`src/rtl/serial_add_driver.sv`:
```
// serial_add_driver: bit-serial operand transmitter and result collector for a
// registered single-bit full adder. An operand pair is accepted in parallel,
// sent LSB-first on A/B with each returned Cout looped back as the next Cin,
// and the returned S bits are reassembled into a parallel sum plus final carry.
// Optional feature macro: SERIAL_ADD_CHECK_EN. When defined, a parallel
// reference adder checks every result and raises a sticky err flag on mismatch.
// Without it, err is tied low.

module serial_add_driver #(
    parameter int WIDTH     = 8,
    parameter int ADDER_LAT = 1
) (
    input  logic             CLK,
    input  logic             RST,
    input  logic             in_valid,
    output logic             in_ready,
    input  logic [WIDTH-1:0] op_a,
    input  logic [WIDTH-1:0] op_b,
    input  logic             cin0,
    output logic             A,
    output logic             B,
    output logic             Cin,
    input  logic             S,
    input  logic             Cout,
    output logic             sum_valid,
    output logic [WIDTH-1:0] sum,
    output logic             carry_out,
    output logic             err
);

    localparam int IW = (WIDTH > 1) ? $clog2(WIDTH) : 1;
    localparam int LW = (ADDER_LAT > 1) ? $clog2(ADDER_LAT) : 1;
    localparam logic [IW-1:0] LAST_BIT = IW'(WIDTH - 1);
    localparam logic [LW-1:0] LAST_LAT = LW'(ADDER_LAT - 1);

    typedef enum logic [1:0] {
        IDLE  = 2'd0,
        SHIFT = 2'd1,
        DONE  = 2'd2
    } state_t;

    state_t           r_state;
    state_t           w_stateNext;
    logic             w_accept;
    logic             w_sample;
    logic             w_lastLat;
    logic             w_lastBit;

    logic [IW-1:0]    r_bitIdx;
    logic [LW-1:0]    r_latCnt;
    logic [WIDTH-1:0] r_opA;
    logic [WIDTH-1:0] r_opB;
    logic [WIDTH-2:0] r_shift;
    logic [WIDTH-1:0] w_shiftNext;
    logic [WIDTH-1:0] r_sum;
    logic             r_carryOut;
    logic             r_a;
    logic             r_b;
    logic             r_cin;

    assign w_lastLat   = (r_latCnt == LAST_LAT);
    assign w_lastBit   = (r_bitIdx == LAST_BIT);
    assign w_shiftNext = {S, r_shift};

    assign in_ready  = (r_state == IDLE);
    assign sum_valid = (r_state == DONE);
    assign A         = r_a;
    assign B         = r_b;
    assign Cin       = r_cin;
    assign sum       = r_sum;
    assign carry_out = r_carryOut;

    // State register; reset drops any transfer in flight and returns to IDLE
    always_ff @(posedge CLK) begin
        if (RST) begin
            r_state <= IDLE;
        end else begin
            r_state <= w_stateNext;
        end
    end

    // Next-state decode plus the accept/sample strobes that steer the datapath
    always_comb begin
        w_stateNext = r_state;
        w_accept    = 1'b0;
        w_sample    = 1'b0;
        case (r_state)
            IDLE: begin
                if (in_valid) begin
                    w_accept    = 1'b1;
                    w_stateNext = SHIFT;
                end
            end
            SHIFT: begin
                if (w_lastLat) begin
                    w_sample = 1'b1;
                    if (w_lastBit) begin
                        w_stateNext = DONE;
                    end
                end
            end
            DONE: begin
                w_stateNext = IDLE;
            end
            default: begin
                w_stateNext = IDLE;
            end
        endcase
    end

    // Serial datapath: hold each bit for ADDER_LAT cycles, then capture S/Cout and present the next bit
    always_ff @(posedge CLK) begin
        if (RST) begin
            r_opA      <= '0;
            r_opB      <= '0;
            r_bitIdx   <= '0;
            r_latCnt   <= '0;
            r_shift    <= '0;
            r_sum      <= '0;
            r_carryOut <= 1'b0;
            r_a        <= 1'b0;
            r_b        <= 1'b0;
            r_cin      <= 1'b0;
        end else if (w_accept) begin
            r_opA    <= op_a;
            r_opB    <= op_b;
            r_a      <= op_a[0];
            r_b      <= op_b[0];
            r_cin    <= cin0;
            r_bitIdx <= '0;
            r_latCnt <= '0;
        end else if (r_state == SHIFT) begin
            if (w_sample) begin
                r_latCnt <= '0;
                if (w_lastBit) begin
                    r_sum      <= w_shiftNext;
                    r_carryOut <= Cout;
                    r_a        <= 1'b0;
                    r_b        <= 1'b0;
                    r_cin      <= 1'b0;
                end else begin
                    r_shift  <= w_shiftNext[WIDTH-1:1];
                    r_bitIdx <= r_bitIdx + IW'(1);
                    r_opA    <= r_opA >> 1;
                    r_opB    <= r_opB >> 1;
                    r_a      <= r_opA[1];
                    r_b      <= r_opB[1];
                    r_cin    <= Cout;
                end
            end else begin
                r_latCnt <= r_latCnt + LW'(1);
            end
        end
    end

`ifdef SERIAL_ADD_CHECK_EN
    logic [WIDTH:0] r_refSum;
    logic           r_err;

    // Reference adder: parallel sum of the accepted pair, compared with the serial result as it completes
    always_ff @(posedge CLK) begin
        if (RST) begin
            r_refSum <= '0;
            r_err    <= 1'b0;
        end else begin
            if (w_accept) begin
                r_refSum <= {1'b0, op_a} + {1'b0, op_b} + {{WIDTH{1'b0}}, cin0};
            end
            if (w_sample && w_lastBit && ({Cout, w_shiftNext} != r_refSum)) begin
                r_err <= 1'b1;
            end
        end
    end

    assign err = r_err;
`else
    assign err = 1'b0;
`endif

endmodule

```
`config.mk`:
```
export PLATFORM = sky130hd
export DESIGN_NAME = serial_add_driver
export DESIGN_NICKNAME = d
export VERILOG_FILES = /design/src/rtl/serial_add_driver.sv
export SDC_FILE = /design/constraint.sdc
export NUM_CORES = 1
export LEC_CHECK = 0
export ABC_AREA = 1
export CAP_MARGIN = 20
export CELL_PAD_IN_SITES_DETAIL_PLACEMENT = 2
export CELL_PAD_IN_SITES_GLOBAL_PLACEMENT = 2
export CORE_MARGIN = 2
export CORE_UTILIZATION = 30
export CTS_BUF_LIST = sky130_fd_sc_hd__clkbuf_4 sky130_fd_sc_hd__clkbuf_8
export DETAILED_ROUTE_END_ITERATION = 8
export GPL_ROUTABILITY_DRIVEN = 0
export GPL_TIMING_DRIVEN = 0
export PLACE_DENSITY_LB_ADDON = 0.1
export SETUP_SLACK_MARGIN = 0.2
export SLEW_MARGIN = 20
export SYNTH_ARGS = -nofsm -noshare
export SYNTH_HDL_FRONTEND = slang
export SYNTH_SLANG_ARGS = --single-unit
```
`constraint.sdc`:
```
create_clock -name CLK -period 3.6 [get_ports CLK]
set_clock_uncertainty 0.2 [all_clocks]
set_input_delay 0.9 -clock CLK [delete_from_list [all_inputs] [get_ports CLK]]
set_output_delay 0.9 -clock CLK [all_outputs]
set_load 0.03 [all_outputs]
```
==> After elaboration in Yosys (flattened, before gate mapping) <==
Index checks and enable logic that the tools add are counted.
{ "word_totals": {"wordCells": 61, "reg_bits": 41, "output_inout_bits": 15, "inputBits": 22} }
{ "op_classes": {"n_eq_ne": 7, "muxes": 29, "bitwise": 2, "n_addsub": 2, "n_reduce_logical": 10} }
{ "op_table": {"columns": ["operator", "n"], "rows": [
  ["$mux 8", 8],
  ["$mux 1", 17],
  ["$reduce_and 3->1", 3],
  ["$ne 2x2->1 const B", 4],
  ["$reduce_and 4->1", 2],
  ["$mux 2", 3],
  ["$pmux 2 s2", 1],
  ["$reduce_bool 2->1", 2],
  ["$add 3x1->3 const B", 1],
  ["$eq 3x3->1 const B", 1],
  ["$eq 2x1->1 const B", 1],
  ["$eq 2x2->1 const B", 1],
  ["$logic_not 2->1", 1],
  ["$not 1->1", 2],
  ["$reduce_and 2->1", 1],
  ["$reduce_or 2->1", 1],
  ["$add 1x1->1 const B", 1]
]} }

==> Longest topological paths before layout <==
{ "depth": {"ltp_word": 5, "ltp_mapped": 8, "mapped_depth_nobuf": 7} }

==> Least setup slack after synthesis <==
Ideal clock, no wire load.
{ "synth_path": {"kind": "register to output", "startpoint": "reg r_state[1]", "endpoint": "out sum_valid", "n_path_buf": 0, "path_stages_with_launch": 3, "arrival_time_ns": 0.875, "slack_ns": 1.625, "required_time_ns": 2.500, "path_cell_list": "dfxtp_1 -> inv_1 -> nor2_1"} }
{ "synth_via": {"elab_chain_cells": 1} }
{ "synth_lines": {"columns": ["item", "line_no", "text"], "rows": [
  ["from (decl)", "42", "state_t r_state;"],
  ["from (signal assigned)", "78", "r_state <= w_stateNext;"],
  ["$eq 2x2->1", "66", "assign sum_valid = (r_state == DONE);"],
  ["to (decl)", "25", "output logic sum_valid,"]
]} }
No other way between the ends.

==> Worst setup path in the final report <==
{ "layout_path": {"startpoint": "reg r_state[0]", "endpoint": "out in_ready"} }
{ "layout_via": {"elab_chain_cells": 1} }
{ "layout_lines": {"columns": ["item", "line_no", "text"], "rows": [
  ["$logic_not 2->1", "65", "assign in_ready = (r_state == IDLE);"],
  ["to (decl)", "16", "output logic in_ready,"]
]} }
No other way between the ends.

==> impl_metrics.py <==
metrics = {
    "yosys": {
        "ys_types": 21,
        "syn_nets": 282,
        "synthTopCellsByArea": "dfxtp_1 45%, nor2_1 14%, nand2_1 13%",
        "syn_area_sq_um": 1750,
        "yosysTopAreaCell": "dfxtp_1",
        "ys_seq_elements": 39,
        "synth_top_area_share_pct": 44.6,
        "ys_seq_area_share_pct": 44.6,
        "syn_avg_cell_area_sq_um": 6.82,
        "synth_warnings": 0,
        "synth_cells": 257,
    },
    "routing": {
        "drc": 0,
        "avgViaCountPerCell": 4.63,
        "ant_nets": 0,
        "vias": 1718,
        "drt-initial-drc-count": 20,
        "drtPass1Iterations": 3,
        "wire_per_inst_um": 13.3,
        "drt-total-wl_um": 4930,
    },
    "cells_and_area": {
        "mostFrequentLayoutCell": "nor2_1",
        "antenna_cells": 0,
        "drive_gt1_share_pct": 6.69,
        "final_nets": 324,
        "syn_to_final_growth_pct": 30.1,
        "instances_no_fill": 371,
        "final_cell_mix": "65 x nor2_1, 63 x nand2_1, 39 x dfxtp_1",
        "final.fill_count": 671,
    },
    "die": {
        "ios": 37,
        "die-area_sq_um": 6470,
        "die_x_um": 80.4,
        "core_sq_um": 5570,
        "start_util_pct": 31.4,
        "rows": 27,
        "die_h_um": 80.4,
    },
    "global_routing": {
        "grt.busiest_layer": "met2",
        "globalRouteMet1Util_pct": 20.4,
        "met2_usage_pct": 30.8,
        "grt_max_degree": 12,
        "antenna_found_initial": 0,
        "track_usage_pct": 17.1,
        "grt_pass1_wl_um": 8560,
        "grt_remaining_overflow": 0,
        "grt_use_met3_pct": 3.48,
        "grt_pass1_vias": 1830,
    },
    "timing": {
        "fin_crit_sh_pct": 81.3,
        "tns_ns": 0,
        "rsz0062_at_grt": "false",
        "finalCriticalPeriod_ns": 2.93,
        "drv_slew": 0,
        "timing.fmax_mhz": 342,
        "fin_ws_ns": 0.674,
        "finalSetupViolCount": 0,
        "final-hold-violation-count": 0,
    },
    "worst_setup_path": {
        "ff2ff_setup_slack_ns": 1.85,
        "path_class": "flop to output pin",
        "cp_data_arrival_time_ns": 1.83,
        "crit_required_ns": 2.50,
        "crit_path_start_kind": "flop",
        "reg2reg_from": "r_bitIdx[0]",
        "crit_fanout": 10,
        "end_kind": "output pin",
        "crit_start": "r_state[0]",
    },
    "worst_hold_path": {
        "worstHoldStart": "r_opA[7]",
        "hold_path.class": "flop to flop",
    },
    "clocking": {
        "clk_latency_ns": 0.28,
        "clockBufferDepth": 2,
        "hold_buffers": 0,
        "cts_sinks": 39,
        "cts_resized": 0,
        "post-cts-setup-buffers": 0,
        "clock-root-buffer": "clkbuf_8",
        "clkSlewWorstSetupHoldPaths_ns": 0.07,
        "cts_made_buffers": 5,
        "cts_max_level": 2,
        "cts_tree": "yes",
    },
    "placed_design": {
        "place_hpwl_um": 3690,
        "port_buffers": 35,
        "post-place-ws_ns": 0.971,
        "dp.cells": 364,
    },
    "pwr": {
        "leakage_nw": 1.08,
        "power.total_w": 0.00100,
        "ir_drop_v": 0.000203,
        "p_per_area_nw_per_um2": 439,
    },
    "status": {
        "status": "complete, no violations",
    },
    "run": {
        "drv_cap": 0,
    },
}
==> cells in the mapped netlist <==
| master | count |
|---|---|
| a21oi_1 | 4 |
| buf_2 | 2 |
| buf_4 | 1 |
| buf_6 | 2 |
| clkbuf_1 | 4 |
| clkbuf_2 | 1 |
| clkinv_1 | 1 |
| conb_1 | 1 |
| dfxtp_1 | 39 |
| ha_1 | 3 |
| inv_1 | 23 |
| inv_2 | 2 |
| nand2_1 | 63 |
| nand2_4 | 2 |
| nand3_1 | 18 |
| nand3_4 | 1 |
| nand4_1 | 3 |
| nor2_1 | 65 |
| nor2_4 | 2 |
| nor3_1 | 1 |
| o21ai_0 | 19 |
==> registers in the layout (all words and copies together), names as in the netlist <==
| signal | flops |
|---|---|
| carry_out | 1 |
| r_opB | 7 |
| r_state | 2 |
| sum | 8 |
| B | 1 |
| r_shift | 7 |
| r_latCnt | 1 |
| r_bitIdx | 3 |
| Cin | 1 |
| r_opA | 7 |
| A | 1 |
==> report_power, final <==
group / total [W] / switching, W / leakage, nW / internal (W)
Combinational: 0.000215 / 0.000129 / 0.716 / 0.0000865
Clock: 0.000295 / 0.000145 / 0.0470 / 0.000150
Sequential: 0.000490 / 0.0000227 / 0.320 / 0.000467
==> worst paths after layout <==
kind | depth (start not counted) | to
worst min-delay path | 2 | r_opA[7]
worst max register to register | 6 | r_shift[5]
worst max-delay path | 3 | in_ready
worst min register to register | 2 | r_opA[7]
==> metrics by stage <==
stage,hold slack (ns),area [sq um],utilization [%]
after floorplan,0.233,1750,-
after global placement,0.253,2190,39.3
after detailed placement,0.262,2190,39.3
after CTS,0.273,2280,40.9
after global routing,0.306,2280,40.9
final,0.270,2280,40.9
==> area by class of cell <==
cell class | count | area (sq um) | area share (%)
Tap cell | 72 | 90.1 | 3.95
Inverter | 26 | 97.6 | 4.28
Buffer | 10 | 60.1 | 2.63
Clock buffer | 6 | 82.6 | 3.62
Clock inverter | 1 | 5.00 | 0.220
Multi-Input combinational cell | 182 | 813 | 35.7
Timing Repair Buffer | 35 | 350 | 15.4
Sequential cell | 39 | 781 | 34.2
==> metal layers <==
| metal | vias to the layer above | wire length (um) | share of wire, % |
|---|---|---|---|
| li1 | 873 | - | - |
| met1 | 820 | 2190 | 44 |
| met2 | 20 | 2570 | 52 |
| met3 | 5 | 122 | 2.5 |
| met4 | 0 | 50 | 1.0 |
| met5 | - | 0 | 0 |
==> kinds of logic (layout without fill, tap and decap cells) <==
kind of cell             count (synthesis)  in the layout  synth area share, %
adder cells (fa/ha/maj)                  3              3                 2.14
AO/OA/AOI/OAI                           23             23                 6.57
flip-flops                              39             39                 44.6
AND/OR/NAND/NOR                        155            155                 37.5
other                                    1              1                0.214
buffers and inverters                   36             78                 9.00
==> worst max-delay path: stages (launching register included) <==
cell and delay (ns):
dfxtp_1 0.39, nor2_4 0.19, buf_2 0.26, clkdlybuf4s50_1 0.70
No activity file was read; power rests on OpenSTA's default activity.
==> edit 1, RTL diff (same flow settings) <==
The option `SERIAL_ADD_CHECK_EN` is turned on by a define.
--- a/src/rtl/serial_add_driver.sv
+++ b/src/rtl/serial_add_driver.sv
@@ -7,2 +7,4 @@
 // Without it, err is tied low.
+
+`define SERIAL_ADD_CHECK_EN
 
Formal check against the unedited RTL: not equivalent (a bounded check fails within 10 cycles, from zero or initial values and one cycle with RST high).
==> edit 1 against the original RTL <==
Count of clock-buffer cells in the layout unchanged. Sequential cell count is 10 higher. Worst setup slack gained 0.16 ns. Die area is 32% higher. Total power rose by 31%. Sequential share of layout area decreased by 1.0 points. Routed wire length up 45%. Sequential power up 25%. Worst hold slack about the same. Clock power rose by 43%. Cell area rose by 29%. First-iteration DRC count increased by 45%. Area after synthesis rose by 34%. Via count up 30%.
==> edit 1: results (changes against the original RTL) <==
whs_ns: 0.2697  # was 0.2696 ns
synth_xor_area_share_pct: 4.487  # was 0%
synth_common_cells: "80 x nand2_1, 53 x nor2_1, 49 x dfxtp_1, 22 x inv_1, 17 x o21ai_0"  # was 65 x nor2_1, 63 x nand2_1, 39 x dfxtp_1, 23 x inv_1, 19 x o21ai_0
first_global_vias: 2420  # was 1830
place_ws_ns: 0.4615  # was 0.9712 ns
synthAdderAreaFrac_pct: 6.517  # was 2.143%
rrSetupSlack_ns: 1.70  # was 1.85 ns
drtIter0Drc: 29  # was 20
peakVddDrop_mv: 0.1454  # was 0.2028 mV
clk-insertion-delay-late_ns: 0.31  # was 0.28 ns
n_fill_cell: 921  # was 671
status: "finished, final reports clean"  # unchanged
layout-drive-gt1-share_pct: 7.692  # was 6.689%
via_count: 2228  # was 1718
p_comb_share_pct: 21.1  # was 21.5%
crit_arrival_ns: 2.76  # was 1.83 ns
ys_seq_area_share_pct: 41.88  # was 44.57%
synth_cells: 320  # was 257
postRouteWirelength_um: 7121  # was 4927 µm
fin_nets: 396  # was 324
sequentialPowerShare_pct: 46.7  # was 49.0%
first_pass_iters: 4  # was 3
largest_reg_flops: 9  # was 8
dp_cells: 458  # was 364
clk_pin_slew_ns: 0.09  # was 0.07 ns
yosys-top-cells-area: "dfxtp_1 42%, nand2_1 13%, nor2_1 8.5%"  # was dfxtp_1 45%, nor2_1 14%, nand2_1 13%
syn-num-nets: 353  # was 282
worst_path_largest_cell_delay_ns: 0.51  # was 0.70 ns
final_cells: 466  # was 371
hold_path_class: "register to register"  # unchanged
p_leak_uw: 0.001260  # was 0.001083 µW
placed_area_um2: 2830  # was 2192 µm²
yosys.cell_types.count: 31  # was 21
worstPathMaxFanout: 3  # was 10
port_buffers: 36  # was 35
synth_compound_area_share_pct: 12.39  # was 6.571%
critPathTopFamily: "adder cells"  # was buffers and inverters
grt_pass1_wl_um: 11820  # was 8562 µm
grt_max_degree: 16  # was 12
edit 1: worst paths after layout:
path | startpoint | cells after the start | endpoint
setup / recovery | op_b[0] | 10 | r_refSum[6]
hold / removal | r_refSum[6] | 2 | r_refSum[6]
setup reg to reg | r_bitIdx[0] | 9 | err
hold reg to reg | r_refSum[6] | 2 | r_refSum[6]
edit 1: per-layer routing:
| layer | vias to the layer above | GRT usage [%] | wire length [µm] |
|---|---|---|---|
| li1 | 1108 | - | - |
| met2 | 35 | 34.25 | 3812 |
| met3 | 5 | 2.766 | 205 |
| met5 | - | 0 | 0 |
| met4 | 0 | 4.104 | 50 |
| met1 | 1080 | 20.42 | 3052 |
edit 1: area by class of cell:
cell class              count  area [µm²]  share of cell area, %
plain buffers              10       52.55                  1.781
inverters                  29       108.9                  3.690
flip-flops and latches     49       980.9                  33.25
well taps                 102       127.6                  4.326
clock buffers               6       82.58                  2.799
multi-input cells         232        1200                  40.67
repair buffers             36       360.3                  12.21
clock inverters             2       37.54                  1.272
==> edit 2, RTL diff (same flow settings) <==
Made on the original files. Re-encode `state_t` (3 states) as one-hot, 3 bits wide.
--- a/src/rtl/serial_add_driver.sv
+++ b/src/rtl/serial_add_driver.sv
@@ -35,6 +35,6 @@
 
-    typedef enum logic [1:0] {
-        IDLE  = 2'd0,
-        SHIFT = 2'd1,
-        DONE  = 2'd2
+    typedef enum logic [2:0] {
+        IDLE  = 3'b001,
+        SHIFT = 3'b010,
+        DONE  = 3'b100
     } state_t;
Check against the original RTL: no difference found for any inputs over 10 cycles, from zero or initial values and one cycle with RST high; not proved beyond that.
==> edit 2 against the original RTL <==
Critical path depth up 2. Total power shrank 2.5%. Cell count increased by 3.0%. Worst setup slack better by 0.14 ns. Die area up 1.4%. Sequential cell count is 1 higher. Global-route usage is 0.26 points lower. Cell area increased by 1.7%. Sequential share of layout area increased by 0.29 points. Area after synthesis grew 1.4%. Routed wire length increased by 3.3%.
==> edit 2: results (changes against the original RTL) <==
status: "finished, final reports clean"  # unchanged
internal_power_uw: 709.2  # was 704.2 µW
placed_area_um2: 2221  # was 2192 µm²
crit_arrival_ns: 1.69  # was 1.83 ns
antenna_cells: 0  # unchanged
synth_warnings: 0  # unchanged
grtUsageTotal_pct: 16.81  # was 17.07%
wl_met3_um: 147  # was 122 µm
dp_cells: 374  # was 364
via_per_inst: 4.510  # was 4.631
wl_met1_um: 2355  # was 2186 µm
grtUsageMet1_pct: 20.52  # was 20.42%
dp_hpwl_um: 3738  # was 3693 µm
powerClk_uw: 327  # was 295 µW
route.met2.wl_um: 2559  # was 2567 µm
seq-power_uw: 480  # was 490 µW
met2_usage_pct: 30.17  # was 30.83%
synth_common_cells: "81 x nand2_1, 63 x nor2_1, 40 x dfxtp_1, 21 x inv_1, 20 x o21ai_0"  # was 65 x nor2_1, 63 x nand2_1, 39 x dfxtp_1, 23 x inv_1, 19 x o21ai_0
syn-num-nets: 289  # was 282
hp-start: "Cin"  # was r_opA[7]
wl_per_cell_um: 13.32  # was 13.28 µm
peakVddDrop_mv: 0.1861  # was 0.2028 mV
synth_compound_area_share_pct: 7.606  # was 6.571%
layout-drive-gt1-share_pct: 7.818  # was 6.689%
pwr-share-clk_pct: 33.5  # was 29.5%
synth_cells: 264  # was 257
grt_pass1_wl_um: 8493  # was 8562 µm
first_pass_iters: 4  # was 3
worstPathMaxFanout: 4  # was 10
p_leak_uw: 0.001080  # was 0.001083 µW
fin_nets: 331  # was 324
final_cells: 382  # was 371
ys_seq_area_share_pct: 45.07  # was 44.57%
use_met3_pct: 3.222  # was 3.483%
place_ws_ns: 0.9756  # was 0.9712 ns
yosys-top-cells-area: "dfxtp_1 45%, nand2_1 17%, nor2_1 13%"  # was dfxtp_1 45%, nor2_1 14%, nand2_1 13%
synthAdderAreaFrac_pct: 2.113  # was 2.143%
-- edit 2: worst max-delay path: stages, from the launching register on --
cell	delay, ns
dfxtp_1	0.43
inv_1	0.06
nor2_1	0.14
nand2_1	0.07
inv_1	0.05
clkdlybuf4s50_1	0.66
-- edit 2: final timing paths --
| path | cells past startpoint | slack, ns | to |
|---|---|---|---|
| max | 5 | 0.81 | in_ready |
| min | 2 | 0.27 | Cin |
| max reg2reg | 6 | 1.76 | r_shift[3] |
| min reg2reg | 2 | 0.27 | Cin |
-- edit 2: layout make-up --
type / instances / area, µm²
Buffer: 11 / 78.83
Clock buffer: 8 / 97.59
Fill cell: 727 / 3497
Inverter: 26 / 97.59
Multi-Input combinational cell: 187 / 799.5
Sequential cell: 40 / 800.8
Tap cell: 75 / 93.84
Timing Repair Buffer: 35 / 350.3
-- edit 2: cell families after synthesis --
family,Yosys count
and+or+nand+nor,156
AOI/OAI and AO/OA,27
adders and majority gates,3
buffers and inverters,37
other,1
DFF,40
